--- src/rtl/uart_arb_pkg.sv ---
// Shared types and constants for the UART TX packet arbiter.
// UART_ARB_ID_HDR_EN adds a requester-id header byte per packet.
package uart_arb_pkg;

  typedef enum logic [1:0] {
    ST_IDLE = 2'd0,
    ST_HDR  = 2'd1,
    ST_LOAD = 2'd2,
    ST_WAIT = 2'd3
  } arb_state_e;

  localparam logic [3:0] HDR_MAGIC         = 4'hA;
  localparam logic [2:0] BAUD_CODE_DEFAULT = 3'd0;

  function automatic logic [7:0] hdr_byte(
    input logic [3:0] id
  );
    return {HDR_MAGIC, id};
  endfunction

endpackage

--- src/rtl/uart_arb_if.sv ---
// Byte-stream bundle from the requesters into the arbiter.
// master: requester side, slave: arbiter side.
interface uart_arb_if #(
  parameter int NUM_REQ = 4
) ();

  logic [NUM_REQ-1:0]   req_valid;
  logic [8*NUM_REQ-1:0] req_data;
  logic [NUM_REQ-1:0]   req_last;
  logic [NUM_REQ-1:0]   req_ready;

  modport master (
    output req_valid,
    output req_data,
    output req_last,
    input  req_ready
  );

  modport slave (
    input  req_valid,
    input  req_data,
    input  req_last,
    output req_ready
  );

endinterface

--- src/rtl/uart_rr_picker.sv ---
// Round-robin picker: first set request bit above ptr_i,
// wrapping modulo NUM_REQ.
module uart_rr_picker
  import uart_arb_pkg::*;
#(
  parameter int NUM_REQ = 4,
  parameter int IDW     = $clog2(NUM_REQ)
) (
  input  logic [NUM_REQ-1:0] req_i,
  input  logic [IDW-1:0]     ptr_i,
  output logic               any_o,
  output logic [IDW-1:0]     idx_o
);

  always_comb begin
    any_o = 1'b0;
    idx_o = '0;
    for (int i = 1; i <= NUM_REQ; i++) begin
      if (!any_o && req_i[(int'(ptr_i) + i) % NUM_REQ]) begin
        any_o = 1'b1;
        idx_o = IDW'((int'(ptr_i) + i) % NUM_REQ);
      end
    end
  end

endmodule

--- src/rtl/uart_tx_arbiter.sv ---
// Packet round-robin arbiter sharing one UART byte transmitter.
// Optional id header byte with UART_ARB_ID_HDR_EN.
module uart_tx_arbiter
  import uart_arb_pkg::*;
#(
  parameter int NUM_REQ = 4,
  parameter int IDW     = $clog2(NUM_REQ)
) (
  input  logic           clk,
  input  logic           rst_n,
  uart_arb_if.slave      req,
  input  logic [2:0]     cfg_baud_sel,
  output logic [2:0]     baud_sel,
  output logic [7:0]     tx_data,
  output logic           tx_req,
  input  logic           tx_busy,
  input  logic           tx_done,
  output logic           grant_vld,
  output logic [IDW-1:0] grant_id,
  output logic           pkt_done
);

  arb_state_e     state_q;
  logic [2:0]     baud_q;
  logic [7:0]     data_q;
  logic           txreq_q;
  logic           gvld_q;
  logic [IDW-1:0] gid_q;
  logic           pdone_q;
  logic           last_q;
  logic [IDW-1:0] ptr_q;

  logic           any_w;
  logic [IDW-1:0] win_w;
  logic [7:0]     gnt_byte;
  logic           gnt_last;
  logic           hs;

  uart_rr_picker #(
    .NUM_REQ (NUM_REQ),
    .IDW     (IDW)
  ) u_pick (
    .req_i (req.req_valid),
    .ptr_i (ptr_q),
    .any_o (any_w),
    .idx_o (win_w)
  );

  assign gnt_byte = req.req_data[{gid_q, 3'b000} +: 8];
  assign gnt_last = req.req_last[gid_q];

  // Byte accepted only when the transmitter is free.
  assign hs = (state_q == ST_LOAD) && !tx_busy
           && req.req_valid[gid_q];

  always_comb begin
    req.req_ready        = '0;
    req.req_ready[gid_q] = hs;
  end

  always_ff @(posedge clk or negedge rst_n) begin
    if (!rst_n) begin
      state_q <= ST_IDLE;
      baud_q  <= BAUD_CODE_DEFAULT;
      data_q  <= '0;
      txreq_q <= 1'b0;
      gvld_q  <= 1'b0;
      gid_q   <= '0;
      pdone_q <= 1'b0;
      last_q  <= 1'b0;
      ptr_q   <= IDW'(NUM_REQ - 1);
    end else begin
      txreq_q <= 1'b0;
      pdone_q <= 1'b0;
      unique case (state_q)
        ST_IDLE: begin
          baud_q <= cfg_baud_sel;
          if (any_w) begin
            gid_q  <= win_w;
            gvld_q <= 1'b1;
`ifdef UART_ARB_ID_HDR_EN
            state_q <= ST_HDR;
`else
            state_q <= ST_LOAD;
`endif
          end
        end
`ifdef UART_ARB_ID_HDR_EN
        // Header frame reuses WAIT; last_q=0 returns to LOAD.
        ST_HDR: begin
          if (!tx_busy) begin
            data_q  <= hdr_byte(4'(gid_q));
            last_q  <= 1'b0;
            txreq_q <= 1'b1;
            state_q <= ST_WAIT;
          end
        end
`endif
        ST_LOAD: begin
          if (hs) begin
            data_q  <= gnt_byte;
            last_q  <= gnt_last;
            txreq_q <= 1'b1;
            state_q <= ST_WAIT;
          end
        end
        ST_WAIT: begin
          if (tx_done) begin
            if (last_q) begin
              pdone_q <= 1'b1;
              ptr_q   <= gid_q;
              gvld_q  <= 1'b0;
              state_q <= ST_IDLE;
            end else begin
              state_q <= ST_LOAD;
            end
          end
        end
        default: state_q <= ST_IDLE;
      endcase
    end
  end

  assign baud_sel  = baud_q;
  assign tx_data   = data_q;
  assign tx_req    = txreq_q;
  assign grant_vld = gvld_q;
  assign grant_id  = gid_q;
  assign pkt_done  = pdone_q;

endmodule

--- src/flat_wrapper.sv ---
// flat-port wrapper written by rule: the top's interface ports become plain ports
module uart_tx_arbiter_flat import uart_arb_pkg::*;
#(
  parameter int NUM_REQ = 4,
  parameter int IDW     = $clog2(NUM_REQ)
)
  (clk, rst_n, cfg_baud_sel, baud_sel, tx_data, tx_req, tx_busy, tx_done, grant_vld, grant_id, pkt_done, req_req_valid, req_req_data, req_req_last, req_req_ready);
  uart_arb_if #(.NUM_REQ(NUM_REQ)) req_i ();
  input  logic clk;
  input  logic rst_n;
  input  logic [2:0] cfg_baud_sel;
  output logic [2:0] baud_sel;
  output logic [7:0] tx_data;
  output logic tx_req;
  input  logic tx_busy;
  input  logic tx_done;
  output logic grant_vld;
  output logic [IDW-1:0] grant_id;
  output logic pkt_done;
  input wire logic [$bits(req_i.req_valid)-1:0] req_req_valid;
  input wire logic [$bits(req_i.req_data)-1:0] req_req_data;
  input wire logic [$bits(req_i.req_last)-1:0] req_req_last;
  output wire logic [$bits(req_i.req_ready)-1:0] req_req_ready;
  assign req_i.req_valid = req_req_valid;
  assign req_i.req_data = req_req_data;
  assign req_i.req_last = req_req_last;
  assign req_req_ready = req_i.req_ready;
  uart_tx_arbiter #(.NUM_REQ(NUM_REQ), .IDW(IDW)) u_core (.clk(clk), .rst_n(rst_n), .req(req_i), .cfg_baud_sel(cfg_baud_sel), .baud_sel(baud_sel), .tx_data(tx_data), .tx_req(tx_req), .tx_busy(tx_busy), .tx_done(tx_done), .grant_vld(grant_vld), .grant_id(grant_id), .pkt_done(pkt_done));
endmodule
--- config.mk ---
export PLATFORM = sky130hd
export DESIGN_NAME = uart_tx_arbiter_flat
export DESIGN_NICKNAME = d
export VERILOG_FILES = /design/src/rtl/uart_arb_pkg.sv /design/src/rtl/uart_arb_if.sv /design/src/rtl/uart_rr_picker.sv /design/src/rtl/uart_tx_arbiter.sv /design/src/flat_wrapper.sv
export SDC_FILE = /design/constraint.sdc
export NUM_CORES = 1
export LEC_CHECK = 0
export CORE_UTILIZATION = 40
export DETAILED_ROUTE_END_ITERATION = 16
export HOLD_SLACK_MARGIN = 0.1
export MAX_ROUTING_LAYER = met4
export PLACE_DENSITY_LB_ADDON = 0.05
export SYNTH_ARGS = -nofsm -noshare
export SYNTH_HDL_FRONTEND = slang
export SYNTH_SLANG_ARGS = --single-unit
--- constraint.sdc ---
create_clock -name clk -period 4.05 [get_ports clk]
set_input_delay 0.6075 -clock clk [delete_from_list [all_inputs] [get_ports clk]]
set_output_delay 0.6075 -clock clk [all_outputs]
set_load 0.02 [all_outputs]
==> results.py <==
metrics = {
    "status": {
        "result_of_the_run": "complete, no violations",
    },
    "yosys": {
        "yosysWarningCount": 0,
        "yosysTopAreaCell": "sky130_fd_sc_hd__dfrtp_1",
        "synth.avg_cell_area_um2": 12.39,
        "synth_top_area_frac": 0.3762,
        "synth-seq-cells": 21,
        "top_cells_by_area_synth": "sky130_fd_sc_hd__dfrtp_1, sky130_fd_sc_hd__mux4_1, sky130_fd_sc_hd__mux2_4",
        "synth_cell_types": 28,
        "synth_nets": 149,
        "postSynthCellCount": 102,
        "synth.yosys.seq_area_share": 0.4178,
        "synthesis.area_um2": 1264,
    },
    "pwr": {
        "share_seq_of_total_power": 0.373,
        "clock_power_share": 0.086,
        "swShare": 0.3755,
        "net-switching-power_uw": 443.3,
        "powerDensity_nw_per_um2": 608.6,
        "power.static_leakage_uw": 0.0008141,
        "share_comb_of_total_power": 0.541,
        "irDropWorstVdd_v": 0.0003004,
        "p_int_uw": 737.1,
    },
    "drt": {
        "route.antenna.remaining_nets": 0,
        "routed_wl_um": 3114,
        "drt_iter0_markers": 40,
        "vias_after_detailed_routing": 1065,
        "post_dr_wirelength_cell_um": 14.83,
        "vias_per_cell": 5.071,
        "drc": 0,
        "firstDrtPassIters": 4,
    },
    "grt": {
        "global_route_wire_length_before_repair_um": 4774,
        "gr-usage-all-layers": 0.1944,
        "largest_net_degree_at_the_start_of_global_routing": 22,
        "antenna_found_initial": 0,
        "grt.overflow.total": 0,
        "number_of_global_route_vias_before_repair": 1034,
    },
    "placed_design": {
        "hpwl_dp_um": 2331,
        "dp_slack_ns": 1.212,
        "dp_cells": 206,
        "postPlaceCellArea_um2": 1913,
        "final_weighted_congestion_of_routability_driven_global_placement": 0.7059,
        "numPortBuffers": 66,
    },
    "clock_tree": {
        "cts_hold_repair.buffers": 0,
        "cts_sinks": 21,
        "tritoncts": "yes",
        "clock-root-buffer": "sky130_fd_sc_hd__clkbuf_4",
        "ctsResizeCount": 0,
        "clock_latency_ns": 0.30,
        "cts_h_tree_depth": 1,
        "cts.repair_timing.setup_buffer_count": 0,
        "cts.clk_slew.worst_paths_ns": 0.12,
        "clockBufferDepth": 2,
        "cts_inserted_buffers": 3,
    },
    "cells_and_area": {
        "area.growth.synth_to_final_pct": 53.47,
        "layout.filler_cells": 261,
        "final_core_utilization": 0.6405,
        "seq_area_um2": 528.0,
        "nNetsFinal": 214,
        "drive_above_1_share": 0.1325,
        "finalNonFillerCells": 210,
        "layout_common_cells": "sky130_fd_sc_hd__clkdlybuf4s50_1, sky130_fd_sc_hd__dfrtp_1, sky130_fd_sc_hd__nand2_1, sky130_fd_sc_hd__nor2_1, sky130_fd_sc_hd__mux2_4",
        "multi_input_area_um2": 661.9,
        "antennaDiodeCount": 0,
        "final_common_cell": "sky130_fd_sc_hd__clkdlybuf4s50_1",
        "layout.cell_area.non_filler_um2": 1939,
    },
    "timing": {
        "setup_viol": 0,
        "timing.final.ws_setup_ns": 1.184,
        "min_period_ns": 2.866,
        "report.final.hold_viol_count": 0,
        "tightestPinTransition_ns": 0.9280,
        "clock_skew_ns": 0.0007097,
        "final_max_slew_viol_count": 0,
        "rsz_0062_raised_after_global_routing": "false",
        "final.setup.tns_ns": 0,
        "slew_headroom": 0.3794,
        "final_min_period_over_clock_period": 0.7077,
        "fmax_ghz": 0.3489,
    },
    "setup_path": {
        "critical_path.max_fanout": 2,
        "crit_path_end_kind": "primary output",
        "arrival_ns": 2.26,
        "worst_setup_path_startpoint": "tx_busy",
        "critical_path_launch_point_type": "input pin",
        "rr_startpoint": "u_core.grant_id[1]",
        "worst_ep_required_time_ns": 3.44,
        "worstSetupPathType": "input pin to primary output",
    },
    "floorplanning": {
        "num_rows": 20,
        "fp.dieArea_um2": 3388,
        "core_um2": 3028,
        "ios": 67,
        "dieWidth_um": 58.21,
        "start_util": 0.4174,
        "floorplan.die.height_um": 58.21,
    },
    "worst_hold_path": {
        "hold_crit_start": "u_core.grant_vld",
        "hold_crit_path_type": "flip-flop to flip-flop",
    },
    "flow_run": {
        "cap_viol_max_count": 0,
    },
}
## cell type report
class                   count  area share
multi-input cells          73      0.3413
clock buffers               4     0.01355
repair buffers             66      0.3406
inverters                   2    0.003871
well taps                  44     0.02839
flip-flops and latches     21      0.2723
## critical path, stage by stage
cell and delay, ns:
sky130_fd_sc_hd__clkdlybuf4s50_1 0.40, sky130_fd_sc_hd__nor2_1 0.11, sky130_fd_sc_hd__and2_1 0.19, sky130_fd_sc_hd__nand2_1 0.08, sky130_fd_sc_hd__nor3b_1 0.23, sky130_fd_sc_hd__clkdlybuf4s50_1 0.64
## worst paths after layout
check	to	slack [ns]	cells past startpoint
worst max-delay path	req_req_ready[1]	1.18	6
worst min-delay path	u_core.grant_vld	0.51	2
worst max register to register	u_core.tx_data[0]	1.87	3
worst min register to register	u_core.grant_vld	0.51	2
max in group asynchronous	u_core.tx_data[2]	2.68	1
min in group asynchronous	u_core.baud_sel[2]	0.81	1
## metal layers
metal,share of wire,track usage,vias to the layer above
met2,0.51,0.3054,35
met4,0.012,0.07483,0
met1,0.42,0.2446,524
li1,-,-,502
met5,0,-,-
met3,0.056,0.04464,4
## logic make-up after synthesis
family                 count (synthesis)  synth area share
buffers and inverters                  8           0.05841
AO/OA/AOI/OAI                          9           0.03663
flip-flops                            21            0.4178
multiplexers                          22            0.3267
AND/OR/NAND/NOR                       42            0.1604
## Yosys cell counts
cell / count
sky130_fd_sc_hd__buf_6: 2
sky130_fd_sc_hd__nand2_1: 15
sky130_fd_sc_hd__clkbuf_1: 1
sky130_fd_sc_hd__and2_1: 1
sky130_fd_sc_hd__nor4b_1: 1
sky130_fd_sc_hd__buf_8: 1
sky130_fd_sc_hd__nand3_1: 2
sky130_fd_sc_hd__or3_1: 1
sky130_fd_sc_hd__a21oi_1: 5
sky130_fd_sc_hd__buf_12: 1
sky130_fd_sc_hd__a31oi_1: 1
sky130_fd_sc_hd__nand4_1: 1
sky130_fd_sc_hd__nor4_1: 1
sky130_fd_sc_hd__nand3b_1: 1
sky130_fd_sc_hd__o21ai_0: 3
sky130_fd_sc_hd__nor3_1: 3
sky130_fd_sc_hd__mux2_2: 4
sky130_fd_sc_hd__dfstp_2: 2
sky130_fd_sc_hd__buf_2: 1
sky130_fd_sc_hd__mux2_4: 8
sky130_fd_sc_hd__nor3b_1: 2
sky130_fd_sc_hd__nor2_1: 9
sky130_fd_sc_hd__dfrtp_1: 19
sky130_fd_sc_hd__nand2_2: 1
sky130_fd_sc_hd__nand2b_1: 4
sky130_fd_sc_hd__inv_1: 2
sky130_fd_sc_hd__mux4_2: 4
sky130_fd_sc_hd__mux4_1: 6
## sequential cells by signal (all words and copies together), names as in the netlist
register          count
u_core.grant_vld      1
u_core.ptr_q          2
u_core.state_q        2
u_core.pkt_done       1
u_core.grant_id       2
u_core.tx_data        8
u_core.baud_sel       3
u_core.last_q         1
u_core.tx_req         1
## per-stage QoR
step	hold WS (ns)	total power (µW)
final	0.5053	1180
after floorplan	0.3119	859.7
after detailed placement	0.4857	1084
after global placement	0.4836	1066
after CTS	0.5119	1191
after global routing	0.5315	1252
## power groups by stage
stage | Clock, µW | Combinational, µW | Sequential (µW)
finish | 102 | 638 | 441
global placement | 0 | 628 | 438
global route | 115 | 680 | 458
detailed placement | 0 | 638 | 447
CTS | 106 | 643 | 442
floorplan | 0 | 388 | 472
No activity file was read; power rests on OpenSTA's default activity.
